$ cat src/rtl/mac_tc_pkg.sv
// Shared types and helpers for the MAC tensor-core array sequencer.
package mac_tc_pkg;

  typedef enum logic [1:0] {S_IDLE, S_FEED, S_DRAIN, S_CLEAR} sched_state_t;

  // Width of a batch index able to address 0..k_max-1 (at least 1 bit).
  function automatic int zw(input int k_max);
    return (k_max > 1) ? $clog2(k_max) : 1;
  endfunction

  // Number of FEED cycles for a job of k batches on an n x n array:
  // the far corner lane starts 2*(n-1) cycles after lane (0,0).
  function automatic int feed_len(input int n, input int k);
    return 2 * (n - 1) + k;
  endfunction

  function automatic int max2(input int a, input int b);
    return (a > b) ? a : b;
  endfunction

endpackage

$ cat src/rtl/mac_tc_skew_lane.sv
// Read-enable / batch-index decode for one lane (i,j) of the skewed array feed.
// Lane (i,j) lags lane (0,0) by i+j cycles, so it reads batch cnt-(i+j).
module mac_tc_skew_lane
  import mac_tc_pkg::*;
#(
  parameter int I  = 0,
  parameter int J  = 0,
  parameter int CW = 6,
  parameter int KW = 6,
  parameter int ZW = 5
) (
  input  logic [CW-1:0] cnt,
  input  logic [KW-1:0] k_q,
  input  logic          feed,
  output logic          rd_en,
  output logic [ZW-1:0] rd_z
);

  // Signed width wide enough for cnt, k_q and a sign bit.
  localparam int DW = max2(max2(ZW + 2, CW + 1), KW + 1);
  localparam logic signed [DW-1:0] OFS = DW'(I + J);

  logic signed [DW-1:0] d;
  logic signed [DW-1:0] k_s;
  logic                 hit;

  assign d   = $signed({{(DW-CW){1'b0}}, cnt}) - OFS;
  assign k_s = $signed({{(DW-KW){1'b0}}, k_q});

  // Enabled while the lane's skewed batch index lies in 0..k_q-1.
  assign hit   = feed && !d[DW-1] && (d < k_s);
  assign rd_en = hit;
  assign rd_z  = hit ? d[ZW-1:0] : '0;

endmodule

$ cat src/rtl/mac_tc_array_sched.sv
// Sequencer for the N x N MAC tensor-core array: feeds one batched GEMM with
// diagonal-skewed per-lane reads, waits for the array drain, clears the
// accumulators and reports completion.
module mac_tc_array_sched
  import mac_tc_pkg::*;
#(
  parameter  int N         = 8,
  parameter  int K_MAX     = 32,
  parameter  int DRAIN_CYC = 2 * N + K_MAX,
  localparam int KW        = $clog2(K_MAX + 1),
  localparam int ZW        = zw(K_MAX),
  localparam int CW        = $clog2(max2(2 * N - 2 + K_MAX, DRAIN_CYC) + 1)
) (
  input  logic              clk,
  input  logic              rst_n,
  input  logic              start,
  input  logic              abort,
  input  logic [KW-1:0]     cfg_k,
  output logic              busy,
  output logic              done,
  output logic              cfg_err,
  output logic [N*N-1:0]    rd_en,
  output logic [N*N*ZW-1:0] rd_z,
  output logic              data_valid,
  output logic              clc
);

  localparam logic [CW-1:0] DRAIN_LAST = CW'(DRAIN_CYC - 1);

  sched_state_t  state_reg, state_next;
  logic [CW-1:0] cnt_reg, cnt_next;
  logic [KW-1:0] k_q_reg, k_q_next;
  logic          aborted_reg, aborted_next;
  logic          done_reg, done_next;
  logic          cfg_err_reg, cfg_err_next;

  logic [CW-1:0] feed_last;
  logic          cfg_ok;
  logic          feed;

  assign feed_last = CW'(feed_len(N, int'(k_q_reg)) - 1);
  assign cfg_ok    = (cfg_k != '0) && (cfg_k <= KW'(K_MAX));
  assign feed      = (state_reg == S_FEED);

  // Next-state, counter and pulse logic of the job FSM.
  always_comb begin
    state_next   = state_reg;
    cnt_next     = cnt_reg;
    k_q_next     = k_q_reg;
    aborted_next = aborted_reg;
    done_next    = 1'b0;
    cfg_err_next = 1'b0;
    case (state_reg)
      S_IDLE: begin
        if (start) begin
          if (cfg_ok) begin
            k_q_next     = cfg_k;
            cnt_next     = '0;
            aborted_next = 1'b0;
            state_next   = S_FEED;
          end else begin
            cfg_err_next = 1'b1;
          end
        end
      end
      S_FEED: begin
        if (abort) begin
          cnt_next     = '0;
          aborted_next = 1'b1;
          state_next   = S_CLEAR;
        end else if (cnt_reg == feed_last) begin
          cnt_next   = '0;
          state_next = S_DRAIN;
        end else begin
          cnt_next = cnt_reg + 1'b1;
        end
      end
      S_DRAIN: begin
        if (abort) begin
          cnt_next     = '0;
          aborted_next = 1'b1;
          state_next   = S_CLEAR;
        end else if (cnt_reg == DRAIN_LAST) begin
          cnt_next   = '0;
          state_next = S_CLEAR;
        end else begin
          cnt_next = cnt_reg + 1'b1;
        end
      end
      S_CLEAR: begin
        state_next = S_IDLE;
        done_next  = !aborted_reg;
      end
      default: begin
        state_next = S_IDLE;
        cnt_next   = '0;
      end
    endcase
  end

  // State registers; reset returns to IDLE with all pulses low.
  always_ff @(posedge clk or negedge rst_n) begin
    if (!rst_n) begin
      state_reg   <= S_IDLE;
      cnt_reg     <= '0;
      k_q_reg     <= '0;
      aborted_reg <= 1'b0;
      done_reg    <= 1'b0;
      cfg_err_reg <= 1'b0;
    end else begin
      state_reg   <= state_next;
      cnt_reg     <= cnt_next;
      k_q_reg     <= k_q_next;
      aborted_reg <= aborted_next;
      done_reg    <= done_next;
      cfg_err_reg <= cfg_err_next;
    end
  end

  assign busy       = (state_reg != S_IDLE);
  assign data_valid = feed;
  assign clc        = (state_reg == S_CLEAR);
  assign done       = done_reg;
  assign cfg_err    = cfg_err_reg;

  // One skew decoder per lane; lane l = i*N + j.
  for (genvar gi = 0; gi < N * N; gi++) begin : g_lane
    mac_tc_skew_lane #(
      .I (gi / N),
      .J (gi % N),
      .CW(CW),
      .KW(KW),
      .ZW(ZW)
    ) u_lane (
      .cnt  (cnt_reg),
      .k_q  (k_q_reg),
      .feed (feed),
      .rd_en(rd_en[gi]),
      .rd_z (rd_z[gi*ZW +: ZW])
    );
  end

endmodule
$ cat config.mk
export PLATFORM = sky130hd
export DESIGN_NAME = mac_tc_array_sched
export DESIGN_NICKNAME = d
export VERILOG_FILES = /design/src/rtl/mac_tc_pkg.sv /design/src/rtl/mac_tc_skew_lane.sv /design/src/rtl/mac_tc_array_sched.sv
export SDC_FILE = /design/constraint.sdc
export NUM_CORES = 1
export LEC_CHECK = 0
export BUFFER_PORTS_ARGS = -buffer_cell sky130_fd_sc_hd__buf_2
export CORE_AREA = 2 2 155 157
export CTS_BUF_LIST = sky130_fd_sc_hd__clkbuf_8
export DETAILED_ROUTE_END_ITERATION = 10
export DIE_AREA = 0 0 157 159
export PLACE_DENSITY = 0.64
export REMOVE_ABC_BUFFERS = 1
export SLEW_MARGIN = 0
export SYNTH_ARGS = -nofsm -noshare
export SYNTH_HDL_FRONTEND = slang
export SYNTH_SLANG_ARGS = --single-unit
$ cat constraint.sdc
create_clock -name clk -period 6.8 [get_ports clk]
set_input_delay 0.68 -clock clk [delete_from_list [all_inputs] [get_ports clk]]
set_output_delay 0.68 -clock clk [all_outputs]
set_load 0.01 [all_outputs]
==> summary.md, run 1 <==
| Metric | Value |
|---|---|
| Reg2reg path depth | 7 |
| Rel. slew slack | about a third |
| Congestion Overflow GR | 0 |
| Critical path, cell by cell | inv_1 > ha_1 > a21oi_1 > xnor2_1 > inv_1 > ha_1 > a21boi_0 > o21a_1 > o21a_1 > nor4_1 > buf_2 |
| I/O pin total | 399 |
| Worst hold path class | primary input to async pin |
| Die area | 24960 um2 |
| Power per cell area | 183.8 nW/um2 |
| Standard-cell rows | 56 |
| Vias in the first global route | roughly 4500 |
| Max IR drop VDD | roughly 0.11 mV |
| Layout Nets | a little under 1000 |
| Max Transition Viols Final | 0 |
| Synth unique cells | 53 |
| Max-Cap Viols | 0 |
| Worst setup margin | roughly 1800 ps |
| Dpl hpwl | 15.39 mm |
| Layout cells sized above 1 | between 40% and 50% |
| Total power | about 1.1 mW |
| Crit Path Max Fanout | 16 |
| Unrepaired setup endpoints after global routing | false |
| Number of I/O port buffers | 398 |
| Setup bufs post-CTS | 0 |
| DIE WIDTH | between 150 and 200 um |
| Via-to-Cell Ratio | approximately 4.3 |
| Startpoint Class | register |
| Sequential cell area | 425.4 um2 |
| Ys async rst share | 100.0% |
| Final wirelength | approximately 19 mm |
| Syn Area/Cell | around 7.6 um2 |
| Sequential power share | 14.9% |
| Wire per inst | about 15 um |
| Ranking of synthesized cells by area | buf_4 38%, ha_1 17%, dfrtp_1 7.0% |
| Skew-Pair Late Insertion Delay | 250 ps |
| DR iter-0 viols | between 300 and 400 |
| Critical Path Stages | 11 |
| Post-CTS sizing | 0 |
| Gr usage total | between 10% and 20% |
| Post-route ant nets | 0 |
| Slowest stage cell, crit path | dfrtp_1 |
| DIE HEIGHT | around 160 um |
| Fmax achieved | roughly 200 MHz |
| Initial antenna violation count | 0 |
| First-pass GRT wire length | around 27 mm |
| Reg-to-reg critical path endpoint | cnt_reg[3]$_DFFE_PN0P_ |
| Logic pwr share | about four fifths |
| Fillers | ~2500 |
| Setup violations, final | 0 |
| Synthesis Warnings | 0 |
| Sequential area share after synthesis | roughly 7.0% |
| Seq cells post-synth | 17 |
| CP top delay family | flip-flops |
| Setup TNS | 0 ps |
| Req. time, crit path | 6120 ps |
| GP Congestion | a little under 0.9 |
| Worst Max-Slew Pin Slew | 1007 ps |
| Status | finished clean |
| Clock Path Buffers | 2 |
| Pin count of the biggest net entering global routing | 21 |
| Hold_buf cts | 0 |
| Setup crit end kind | output port |
| Clock Skew | ~1.6 ps |
| Post-route minimum period | 5044 ps |
| Most frequent cells after synthesis | 312 x buf_4, 83 x ha_1, 54 x nand2_1 |
| TritonCTS clock tree | yes |
| Clk pwr share | 6.7% |
| Ant. Diodes | 0 |
| CP bufs+invs | 3 |
| Post-synth EDFFs | 0 |
| Clk Tree Root Cell | clkbuf_8 |
| Cell taking the most area after synthesis | buf_4 |
| Crit path arrival time | 4360 ps |
| Slowest cell delay on critical path | between 800 and 900 ps |
| Vias | about 5200 |
| Net load switching power | approximately 630 uW |
| Worst r2r src | cnt_reg[2]$_DFFE_PN0P_ |
| Router iterations before antenna repair | 4 |
| R2r setup slk | 3900 ps |
| Post-Syn Area | between 6000 and 7000 um2 |
| H-tree Lvls | 1 |
| Sw Ratio | 54.98% |
| Top cell type's share of synthesized area | a little under two fifths |
| Most used DFF post-synth | dfrtp_1 |
| Cts bufs inserted | 3 |
| Post-Synthesis Cells | 807 |
| Ratio of final minimum period to clock period | between 70% and 80% |
| Clock Pin Slew Worst Setup and Hold Paths | ~70 ps |
| Internal cell power | approximately 510 uW |
| Core area | ~23000 um2 |
| Place WS | between 1500 and 2000 ps |
| Critical path class | register to output port |
| Area growth syn-to-layout | 1.268% |
| Hold Vio Cnt, Final | 0 |
| Remaining DRCs | 0 |
| Starting Density | about a quarter |
| Top-count cell post-synth | buf_4 |
| Static Leak | 4.010 nW |
| Area occupied by multi-input gates | 3128 um2 |
| CTS Sinks | 17 |
## worst register-to-register path: stages, from the launching register on
cell      delay, ps
dfrtp_1         870
ha_1            510
nand2_1         190
o311ai_2        380
nand3_1         150
o211ai_2        340
or2_4           220
o221ai_1        120
## layout by cell type, fill, tap and decap left out, drive strengths merged, types with 2 or more instances in the layout
cell	n
a211oi	5
a21boi	10
a21o	7
a21oi	22
a2bb2oi	2
a31oi	2
and2	23
and3	9
buf	402
clkbuf	3
dfrtp	17
ha	83
inv	46
mux2i	2
nand2	54
nand2b	3
nand3	7
nor2	33
nor2b	15
nor3	12
nor3b	3
nor4	17
o211ai	5
o21a	17
o21ai	21
o21bai	5
o31ai	2
or2	2
or3	3
xnor2	34
xor2	9
## worst max-delay path by stage
stage                     end              startpoint
finish              rd_z[121]  cnt_reg[2]$_DFFE_PN0P_
global route        rd_z[292]  cnt_reg[2]$_DFFE_PN0P_
CTS                 rd_z[257]  cnt_reg[2]$_DFFE_PN0P_
detailed placement  rd_z[257]  cnt_reg[2]$_DFFE_PN0P_
global placement    rd_z[292]  cnt_reg[2]$_DFFE_PN0P_
floorplan           rd_z[105]  cnt_reg[1]$_DFFE_PN0P_
## power groups by stage
stage | registers (mW) | logic [mW] | clock network (mW)
floorplan | 0.165 | 0.646 | 0
global placement | 0.170 | 0.874 | 0
detailed placement | 0.172 | 0.891 | 0
CTS | 0.170 | 0.899 | 0.0777
global route | 0.177 | 1.03 | 0.0844
finish | 0.170 | 0.892 | 0.0763
## metal layers
layer | global-route usage (%) | part of all wire, % | up-vias
li1 | - | - | 2519
met1 | 18.40 | 44 | 2441
met2 | 23.72 | 49 | 236
met3 | 1.769 | 5.9 | 12
met4 | 2.210 | 1.1 | 0
met5 | 0 | 0 | -
## layout make-up
cell class                      instances  area share (%)
Clock buffer                            3          0.6667
Clock inverter                          1         0.08081
Inverter                               46           2.788
Multi-Input combinational cell        420           50.51
Sequential cell                        17           6.869
Tap cell                              319           6.444
Timing Repair Buffer                  402           32.65
## logic make-up after synthesis
group / synth area share, %
DFF: 6.956
AOI/OAI and AO/OA: 12.30
adders and majority gates: 16.98
and+or+nand+nor: 15.20
xor gates and xnor gates: 6.158
buffers and inverters: 41.90
muxes: 0.5115
## through the flow
| stage | utilization, % | cells | cell area (um2) | hold slack [ps] |
|---|---|---|---|---|
| after global routing | 26.70 | 1208 | 6193 | 356.8 |
| final | 26.70 | 1208 | 6193 | 340.8 |
| after detailed placement | 26.51 | 1204 | 6147 | 454.6 |
| after CTS | 26.70 | 1208 | 6193 | 350.0 |
| after floorplan | - | 483 | 3726 | 384.4 |
| after global placement | 26.51 | 1204 | 6147 | 443.4 |
Power figures use the tool's default switching activity.
==> run 2: changes to the inputs <==
--- a/config.mk
+++ b/config.mk
@@ -6,11 +6,11 @@
 export NUM_CORES = 1
 export LEC_CHECK = 0
 export BUFFER_PORTS_ARGS = -buffer_cell sky130_fd_sc_hd__buf_2
-export CORE_AREA = 2 2 155 157
+export CORE_AREA = 2 2 156 158
 export CTS_BUF_LIST = sky130_fd_sc_hd__clkbuf_8
 export DETAILED_ROUTE_END_ITERATION = 10
-export DIE_AREA = 0 0 157 159
-export PLACE_DENSITY = 0.64
+export DIE_AREA = 0 0 158 160
+export PLACE_DENSITY = 0.66
 export REMOVE_ABC_BUFFERS = 1
 export SLEW_MARGIN = 0
 export SYNTH_ARGS = -nofsm -noshare
==> constraint.sdc (replaced) <==
create_clock -name clk -period 4.4 [get_ports clk]
set_input_delay 0.44 -clock clk [delete_from_list [all_inputs] [get_ports clk]]
set_output_delay 0.44 -clock clk [all_outputs]
set_load 0.01 [all_outputs]
==> run 2 against run 1 <==
Critical path depth stayed put; cell count grew 1.5%; wire length grew 2.5%; clock power is 64% higher; highest routed layer unchanged; clock-buffer cell count unchanged.
==> summary.md, run 2 (same netlist as run 1, synthesis figures left out) <==
| Metric | Value |
|---|---|
| Setup crit end kind | output port (unchanged) |
| Gr usage total | 13.83% (was 13.72%) |
| Via-to-Cell Ratio | 4.270 (was 4.311) |
| Vias | 5235 (was 5208) |
| Power per cell area | 284.6 nW/um2 (was 183.8 nW/um2) |
| Post-route minimum period | between 4000 and 5000 ps |
| Layout cells sized above 1 | 47.78% (was 47.02%) |
| Final wirelength | 19.17 mm (was 18.71 mm) |
| CTS Sinks | 17 (unchanged) |
| Congestion Overflow GR | 0 (unchanged) |
| DIE HEIGHT | 160 um (was 159 um) |
| Final core occ | 26.45% (was 26.70%) |
| Slowest stage cell, crit path | nor3b_1 (was dfrtp_1) |
| Skew-Pair Late Insertion Delay | 260 ps (was 250 ps) |
| Startpoint Class | register (unchanged) |
| Clock Skew | 4.518 ps (was 1.581 ps) |
| Status | finished clean (unchanged) |
| Placement Cell Area | 6251 um2 (was 6147 um2) |
| Static Leak | 4.076 nW (was 4.010 nW) |
| TritonCTS clock tree | yes (unchanged) |
| CP dominant cell by count | o21a_1 |
| Number of I/O port buffers | 398 (unchanged) |
| I/O pin total | 399 (unchanged) |
| Worst r2r src | cnt_reg[0]$_DFFE_PN0P_ (was cnt_reg[2]$_DFFE_PN0P_) |
| Reg-to-reg critical path endpoint | cnt_reg[3]$_DFFE_PN0P_ (unchanged) |
| Crit Path Max Fanout | 18 (was 16) |
| Initial antenna violation count | 0 (unchanged) |
| Setup violations, final | 0 (unchanged) |
| Req. time, crit path | 3960 ps (was 6120 ps) |
| GR Layer Usage met1 | 18.25% (was 18.40%) |
| Met3 Use GR | 1.845% (was 1.769%) |
| Wire per inst | 15.64 um (was 15.49 um) |
| Hold_buf cts | 0 (unchanged) |
| Most frequent cells in the layout | 398 x buf_2, 83 x ha_1, 54 x nand2_1 (unchanged) |
| Critical path class | register to output port (unchanged) |
| DIE WIDTH | 158 um (was 157 um) |
| Hold Vio Cnt, Final | 0 (unchanged) |
| Crit path arrival time | 3590 ps (was 4360 ps) |
| Pin count of the biggest net entering global routing | 20 (was 21) |
| Worst Max-Slew Pin Slew | 801.3 ps (was 1007 ps) |
| Standard-cell rows | 57 (was 56) |
| DR iter-0 viols | 205 (was 334) |
| Max Transition Viols Final | 0 (unchanged) |
| Vias in the first global route | 4605 (was 4450) |
| Clock Path Buffers | 2 (unchanged) |
| Remaining DRCs | 0 (unchanged) |
| Cts bufs inserted | 3 (unchanged) |
| Layout Nets | 996 (was 983) |
| Post-route ant nets | 0 (unchanged) |
| Unrepaired setup endpoints after global routing | true (was false) |
| Dpl hpwl | 15.89 mm (was 15.39 mm) |
| Fmax achieved | around 250 MHz |
| Most used routing layer | met2 (unchanged) |
| Fin area | 6300 um2 (was 6193 um2) |
| Starting Density | 25.67% (was 26.37%) |
| CP endpoint | rd_z[73] (was rd_z[121]) |
| Worst hold path class | primary input to async pin (unchanged) |
| Commonest non-fill, non-tap cell in the layout | buf_2 (unchanged) |
| GP Congestion | 0.8730 (was 0.8715) |
| First-pass GRT wire length | 27.17 mm (was 26.79 mm) |
| Reg2reg path depth | 8 (was 7) |
| Ratio of final minimum period to clock period | approximately nine tenths |
| Fillers | 2679 (was 2525) |
| Slowest cell delay on critical path | 690 ps (was 870 ps) |
| Critical path launch point | cnt_reg[0]$_DFFE_PN0P_ (was cnt_reg[2]$_DFFE_PN0P_) |
| Area growth syn-to-layout | 3.007% (was 1.268%) |
| Critical path, cell by cell | buf_4 > ha_1 > xnor2_1 > inv_1 > ha_1 > o21a_1 > o21a_1 > o21a_1 > o21a_1 > nor3b_1 > buf_2 (was inv_1 > ha_1 > a21oi_1 > xnor2_1 > inv_1 > ha_1 > a21boi_0 > o21a_1 > o21a_1 > nor4_1 > buf_2) |
| Ant. Diodes | 0 (unchanged) |
| Rel. slew slack | 46.46% (was 32.25%) |
| Max-Cap Viols | 0 (unchanged) |
| Router iterations before antenna repair | 4 (unchanged) |
| Core area | 23820 um2 (was 23190 um2) |
| Setup TNS | 0 ps (unchanged) |
| Grt met2 use | 24.58% (was 23.72%) |
| Clock Pin Slew Worst Setup and Hold Paths | 80 ps (was 70 ps) |
| Die area | 25280 um2 (was 24960 um2) |
| R2r setup slk | 1870 ps (was 3900 ps) |
| Max IR drop VDD | 0.1454 mV (was 0.1062 mV) |
| Clk Tree Root Cell | clkbuf_8 (unchanged) |
| H-tree Lvls | 1 (unchanged) |
## run 2: area by class of cell
cell class / instances / area, um2 / share of cell area, %
inverters: 46 / 172.7 / 2.741
flip-flops and latches: 17 / 425.4 / 6.753
clock buffers: 3 / 41.29 / 0.6554
repair buffers: 415 / 2120 / 33.64
multi-input cells: 420 / 3128 / 49.65
clock inverters: 1 / 7.507 / 0.1192
well taps: 324 / 405.4 / 6.435
## run 2: stage by stage
| step | power, mW | setup WS (ps) | hold slack, ps | std cells |
|---|---|---|---|---|
| CTS | 1.800 | 300.1 | 116.0 | 1226 |
| finish | 1.793 | 365.1 | 107.6 | 1226 |
| floorplan | 1.254 | -605.7 | 144.4 | 483 |
| detailed placement | 1.667 | 594.9 | 396.1 | 1222 |
| global route | 2.002 | -13.56 | 124.8 | 1226 |
| global placement | 1.628 | 583.3 | 390.4 | 1222 |
## run 2: per-layer routing
metal	wire length, um	vias up
li1	-	2531
met1	8316	2462
met5	0	-
met4	125	0
met3	1300	8
met2	9431	234
## run 2: power by group
part,internal (mW),switching (mW),total [mW],leakage [nW]
clock,0.0638,0.0607,0.125,0.0217
sequential,0.204,0.0546,0.258,0.217
combinational,0.532,0.878,1.41,3.84
## run 2: worst min path at each step
| stage | endpoint | slack, ps |
|---|---|---|
| floorplan | aborted_reg$_DFFE_PN0P_ | 140 |
| global placement | done$_DFF_PN0_ | 390 |
| detailed placement | cfg_err$_DFF_PN0_ | 400 |
| CTS | cfg_err$_DFF_PN0_ | 120 |
| global route | aborted_reg$_DFFE_PN0P_ | 120 |
| finish | cfg_err$_DFF_PN0_ | 110 |
## run 2: critical path: cells and delay by family (launching register included)
| kind | cells | cell delay (ps) |
|---|---|---|
| and+or+nand+nor | 1 | 690 |
| AOI/OAI and AO/OA | 4 | 650 |
| adders and majority gates | 2 | 640 |
| buffers and inverters | 3 | 550 |
| xor gates and xnor gates | 1 | 410 |
| DFF | 1 | 380 |
## run 2: repair_timing
item / CTS / global route
gates resized for setup: 0 / 0
setup endpoints to repair: 0 / 8
buffers inserted: 0 / 0
